### src/rtl/rv_pkg.sv
// Shared RISC-V front-end types and helpers.
// Halfword buffer entry, XLEN derivation, length decode.
package rv_pkg;

  localparam int HW_FIFO_DEPTH = 4;

  typedef struct packed {
    logic [15:0] data;
    logic        fault;
  } rv_halfword_t;

  function automatic int rv_xlen(input bit rv64);
    return rv64 ? 64 : 32;
  endfunction

  function automatic logic halfword_is_compressed(
    input logic [15:0] hw
  );
    return hw[1:0] != 2'b11;
  endfunction

endpackage

### src/rtl/rv_halfword_fifo.sv
// Four-entry halfword shift FIFO, head at index 0.
// Pops 0-2, pushes 0-2 per cycle; flush wins over both.
module rv_halfword_fifo
  import rv_pkg::*;
(
  input  logic         clock,
  input  logic         reset_n,
  input  logic         flush,
  input  logic [1:0]   push_n,
  input  rv_halfword_t push0,
  input  rv_halfword_t push1,
  input  logic [1:0]   pop_n,
  output logic [2:0]   count,
  output rv_halfword_t entry0,
  output rv_halfword_t entry1
);

  localparam rv_halfword_t HW_ZERO = '0;

  rv_halfword_t q     [HW_FIFO_DEPTH];
  rv_halfword_t q_nxt [HW_FIFO_DEPTH];
  logic [2:0]   base;
  logic [2:0]   count_nxt;

  // Shift out popped entries, then append pushed ones after survivors.
  always_comb begin
    base      = count - {1'b0, pop_n};
    count_nxt = base + {1'b0, push_n};
    unique case (pop_n)
      2'd1:    q_nxt = '{q[1], q[2], q[3], HW_ZERO};
      2'd2:    q_nxt = '{q[2], q[3], HW_ZERO, HW_ZERO};
      default: q_nxt = q;
    endcase
    for (int i = 0; i < HW_FIFO_DEPTH; i++) begin
      if (push_n != 2'd0 && 3'(i) == base)
        q_nxt[i] = push0;
      if (push_n == 2'd2 && 3'(i) == base + 3'd1)
        q_nxt[i] = push1;
    end
  end

  // Storage and occupancy.
  always_ff @(posedge clock) begin
    if (!reset_n || flush) begin
      count <= '0;
      for (int i = 0; i < HW_FIFO_DEPTH; i++)
        q[i] <= HW_ZERO;
    end else begin
      count <= count_nxt;
      q     <= q_nxt;
    end
  end

  assign entry0 = q[0];
  assign entry1 = q[1];

endmodule

### src/rtl/rv_fetch_aligner.sv
// Repacks aligned 32-bit fetch words into 16/32-bit
// instructions at halfword PCs, with fault propagation.
module rv_fetch_aligner
  import rv_pkg::*;
#(
  parameter bit          rv64     = 1'b1,
  parameter logic [63:0] RESET_PC = 64'h0,
  localparam int         XLEN     = rv_xlen(rv64)
) (
  input  logic            clock,
  input  logic            reset_n,
  input  logic            redirect,
  input  logic [XLEN-1:0] redirect_pc,
  input  logic            in_valid,
  output logic            in_ready,
  input  logic [31:0]     in_data,
  input  logic            in_fault,
  output logic            out_valid,
  input  logic            out_ready,
  output logic [31:0]     out_instr,
  output logic [XLEN-1:0] out_pc,
  output logic            out_fault
);

  logic [XLEN-1:0] pc;
  logic            skip_low;
  logic            halted;
  logic [2:0]      count;
  rv_halfword_t    head;
  rv_halfword_t    second;
  rv_halfword_t    push0;
  rv_halfword_t    push1;
  logic [1:0]      push_n;
  logic [1:0]      pop_n;
  logic            compressed;
  logic            push;
  logic            pop;
  logic            flush;
  logic            unused_pc_lsb;

  assign unused_pc_lsb = redirect_pc[0];

  assign compressed = halfword_is_compressed(head.data);
  assign in_ready   = !redirect && !halted && count <= 3'd2;
  assign push       = in_valid && in_ready;
  assign out_valid  = !halted && count != 3'd0 &&
                      (head.fault || compressed || count >= 3'd2);
  assign out_fault  = head.fault ||
                      (!compressed && count >= 3'd2 && second.fault);
  assign out_instr  = {count >= 3'd2 ? second.data : 16'h0,
                       head.data};
  assign out_pc     = pc;
  assign pop        = out_valid && out_ready;
  assign flush      = redirect || (pop && out_fault);

  assign push0 = '{data: skip_low ? in_data[31:16] : in_data[15:0],
                   fault: in_fault};
  assign push1 = '{data: in_data[31:16], fault: in_fault};

  // Halfword counts moved into and out of the buffer this cycle.
  always_comb begin
    push_n = 2'd0;
    pop_n  = 2'd0;
    if (push)
      push_n = skip_low ? 2'd1 : 2'd2;
    unique case (1'b1)
      (pop && !out_fault && compressed):  pop_n = 2'd1;
      (pop && !out_fault && !compressed): pop_n = 2'd2;
      default:                            pop_n = 2'd0;
    endcase
  end

  rv_halfword_fifo u_fifo (
    .clock   (clock),
    .reset_n (reset_n),
    .flush   (flush),
    .push_n  (push_n),
    .push0   (push0),
    .push1   (push1),
    .pop_n   (pop_n),
    .count   (count),
    .entry0  (head),
    .entry1  (second)
  );

  // PC, first-word skip and fault-halt tracking.
  always_ff @(posedge clock) begin
    if (!reset_n) begin
      pc       <= RESET_PC[XLEN-1:0];
      skip_low <= RESET_PC[1];
      halted   <= 1'b0;
    end else if (redirect) begin
      pc       <= {redirect_pc[XLEN-1:1], 1'b0};
      skip_low <= redirect_pc[1];
      halted   <= 1'b0;
    end else begin
      if (push)
        skip_low <= 1'b0;
      if (pop && out_fault)
        halted <= 1'b1;
      else if (pop)
        pc <= pc + (compressed ? XLEN'(2) : XLEN'(4));
    end
  end

endmodule

### config.mk
export PLATFORM = sky130hd
export DESIGN_NAME = rv_fetch_aligner
export DESIGN_NICKNAME = d
export VERILOG_FILES = /design/src/rtl/rv_pkg.sv /design/src/rtl/rv_halfword_fifo.sv /design/src/rtl/rv_fetch_aligner.sv
export SDC_FILE = /design/constraint.sdc
export NUM_CORES = 1
export LEC_CHECK = 0
export ABC_AREA = 0
export ABC_CLOCK_PERIOD_IN_PS = 5360
export CORE_ASPECT_RATIO = 1.4
export CORE_UTILIZATION = 46
export CTS_CLUSTER_SIZE = 25
export DETAILED_ROUTE_END_ITERATION = 8
export PLACE_DENSITY_LB_ADDON = 0.3
export SLEW_MARGIN = 40
export SYNTH_ARGS = -nofsm -noshare
export SYNTH_HDL_FRONTEND = slang
export SYNTH_SLANG_ARGS = --single-unit
export TNS_END_PERCENT = 5
### constraint.sdc
create_clock -name clock -period 5.36 [get_ports clock]
set_input_delay 1.34 -clock clock [delete_from_list [all_inputs] [get_ports clock]]
set_output_delay 1.34 -clock clock [all_outputs]
set_load 0.01 [all_outputs]
==> impl_metrics.toml <==
[run_status]
status = "finished, final reports clean"

[logic_synthesis]
synth.lib_cells_used.distinct = 66
mappedNetlistArea_um2 = 8456
synthMostInstantiatedCell = "dfxtp_1"
asyncSetResetFlopFracSynth = 0
synthesis.yosys.warnings = 0
syn_inst = 1042
synth-seq-cells = 136
postSynth.topFlopCell = "dfxtp_1"
ys_top_cells_by_area = "dfxtp_1 32%, mux2_2 4.4%, o21ai_0 4.3%"
synth.largest_area_cell = "dfxtp_1"
postSynthNetCount = 1152
synth_edf_count = 0
yosysSeqAreaShare = 0.3220
synth.avg_cell_area_um2 = 8.115
synth_top_area_frac = 0.3220
top_cell_types_by_occurrence_after_synthesis = "136 x dfxtp_1, 75 x nor2_1, 72 x o21ai_0"

[grt]
grt_pass1_vias = 8660
grt_pass1_wl_mm = 44.60
grt_antenna_before_repair = 0
grtUsageTotal = 0.3011
largest_net_degree_at_the_start_of_global_routing = 109
grt_util_met1 = 0.3477
gr-total-overflow = 0
grt_util_met3 = 0.05880
gr-max-usage-layer = "met2"
gr-usage-met2 = 0.5175

[power]
power.leakage_uw = 0.003653
vdd.ir_drop.worst_mv = 0.1943
post-layout-total-power_uw = 2960
power_density_nw_per_um2 = 264.3

[worst_setup_path]
path_max_fanout = 16
timing.critical_path.to_type = "flip-flop"
worstPathRequired_ps = 5630
crit_arrival_ps = 5100
rrSetupSlack_ps = 1550
critPathKind = "input pin to flip-flop"
worstSetupStartpointType = "input pin"

[route]
drc = 0
initialDrtViolationCount = 641
vias = 9113
detail_route.wl_per_cell_um = 19.72
ant_nets = 0
avgViaCountPerCell = 6.285
wl_mm = 28.59
first_pass_iteration_count_of_the_detailed_router = 5

[final_layout]
fin_util = 0.6222
num-nets-final = 1306
layout.area.seq_um2 = 2723
flow.area_growth_from_synthesis_pct = 32.44
multi_input_area_um2 = 5192
final_design_area_no_fill_um2 = 11200
filler_cell_count = 1664
layout_cells_sized_above_1 = 0.09272

[clock_tree]
cts_post_setup_buffers_inserted = 0
cts_root_buffer = "clkbuf_16"
cts.sink_count = 136
cts.repair.resized = 0
clock_path_buffers = 2
worst_setup_hold_path_clk_slew_ps = 60
cts_max_level = 4
worstSkewPairLatency_ps = 430
tritoncts_clock_tree = "yes"
inserted_clock_buffers = 17
cts_hold_buffers = 0

[floorplan]
floorplan.die.height_um = 162.4
floorplan.die_area_um2 = 18940
die_w_um = 116.6
num_io_pins = 201
row_count = 58
start_util = 0.4698
core_area_um2 = 18000

[timing]
tmin_final_ps = 4830
finalSetupViolCount = 0
fin_worst_hold_slack_ps = 486.2
fin_skew_ps = 6.871
fmax_mhz = 207.1
hold_violations = 0
finalCritPeriodShare = 0.9010
grt_setup_unrepaired = "no"
timing_worst_slew_pin_value_ps = 703.9
final.setup.tns_ps = 0
slew_headroom = 0.5264
timing_max_transition_violations_final = 0

[placement]
gp_routability_congestion = 0.9128
place_area_um2 = 10560
io_buffer_count = 198
hpwl_mm = 19.36

[worst_hold_path]
min-delay-path-class = "flip-flop to flip-flop"

[run]
cap_viol_max_count = 0
[routing by layer]
| layer | part of all wire | vias to the layer above |
|---|---|---|
| met5 | 0 | - |
| met3 | 0.078 | 85 |
| met1 | 0.39 | 4299 |
| met2 | 0.50 | 439 |
| met4 | 0.038 | 0 |
| li1 | - | 4290 |
[area by class of cell]
type | count | area share
Clock inverter | 8 | 0.01274
Sequential cell | 136 | 0.2431
Multi-Input combinational cell | 777 | 0.4637
Timing Repair Buffer | 231 | 0.1985
Antenna cell | 2 | 0.0004469
Clock buffer | 23 | 0.04358
Inverter | 33 | 0.01106
Tap cell | 240 | 0.02682
[path summary, 6_finish.rpt]
check	startpoint	cells after the start	endpoint
setup / recovery	out_ready	15	u_fifo.q[28]
hold / removal	u_fifo.q[30]	2	u_fifo.q[30]
setup reg to reg	u_fifo.entry0[0]	14	u_fifo.q[28]
hold reg to reg	u_fifo.q[30]	2	u_fifo.q[30]
[sequential cells by signal (all words and copies together), names as in the netlist]
| register | flops |
|---|---|
| u_fifo.count | 3 |
| halted | 1 |
| u_fifo.q | 34 |
| skip_low | 1 |
| u_fifo.entry1 | 17 |
| out_pc | 63 |
| u_fifo.entry0 | 17 |
[metrics by stage]
stage	cells	worst slack (ps)
after detailed placement	1417	148.0
after global placement	1417	262.7
after global routing	1448	159.0
after CTS	1448	550.9
final	1450	530.5
after floorplan	1042	65.29
[where the power goes]
part	total, µW	switching (µW)	leakage [µW]	internal (µW)
logic	554	285	0.00223	269
clock network	1280	453	0.000309	823
registers	1130	65.2	0.00111	1060
[cells in the final DEF (no fill, tap or decap), types with 4 or more instances in the layout]
cell type / count
clkbuf_8: 4
or3_1: 19
o31ai_1: 13
nor2b_1: 21
o21ai_0: 72
o2bb2ai_1: 17
nand2_1: 64
a22oi_1: 16
nor4_1: 23
buf_4: 32
a211oi_1: 45
and2_1: 5
nor3_1: 16
o2111ai_1: 5
bufinv_16: 4
nand3_1: 40
mux2_2: 33
o211ai_1: 18
o32ai_1: 16
xnor2_1: 15
nor4b_1: 5
inv_1: 31
dfxtp_1: 136
or4_1: 17
o2111a_1: 17
and3_1: 23
a21oi_1: 51
mux2i_1: 33
a31oi_1: 19
clkbuf_16: 17
nand4_1: 20
and4_1: 13
clkdlybuf4s50_1: 196
a311oi_1: 11
ha_1: 5
nor2_1: 74
[cell families after synthesis]
family                     count (synthesis)  synth area share
AOI/OAI and AO/OA                        321            0.2625
xor gates and xnor gates                  18           0.01865
adders and majority gates                  8           0.01450
buffers and inverters                    129           0.06644
DFF                                      136            0.3220
muxes                                     66           0.08301
other                                      1         0.0004435
and+or+nand+nor                          363            0.2325
[critical path, stage by stage]
cell and delay, ps:
clkdlybuf4s50_1 470, or3b_4 400, nor2_1 130, nand2_1 90, nor2_1 100, ha_1 140
inv_1 50, fa_1 500, nor2b_1 210, ha_1 280, nor3b_1 160, nor2b_1 160
o21ai_0 220, a21o_1 630, o32ai_1 210
(Power assumes the default switching activity.)
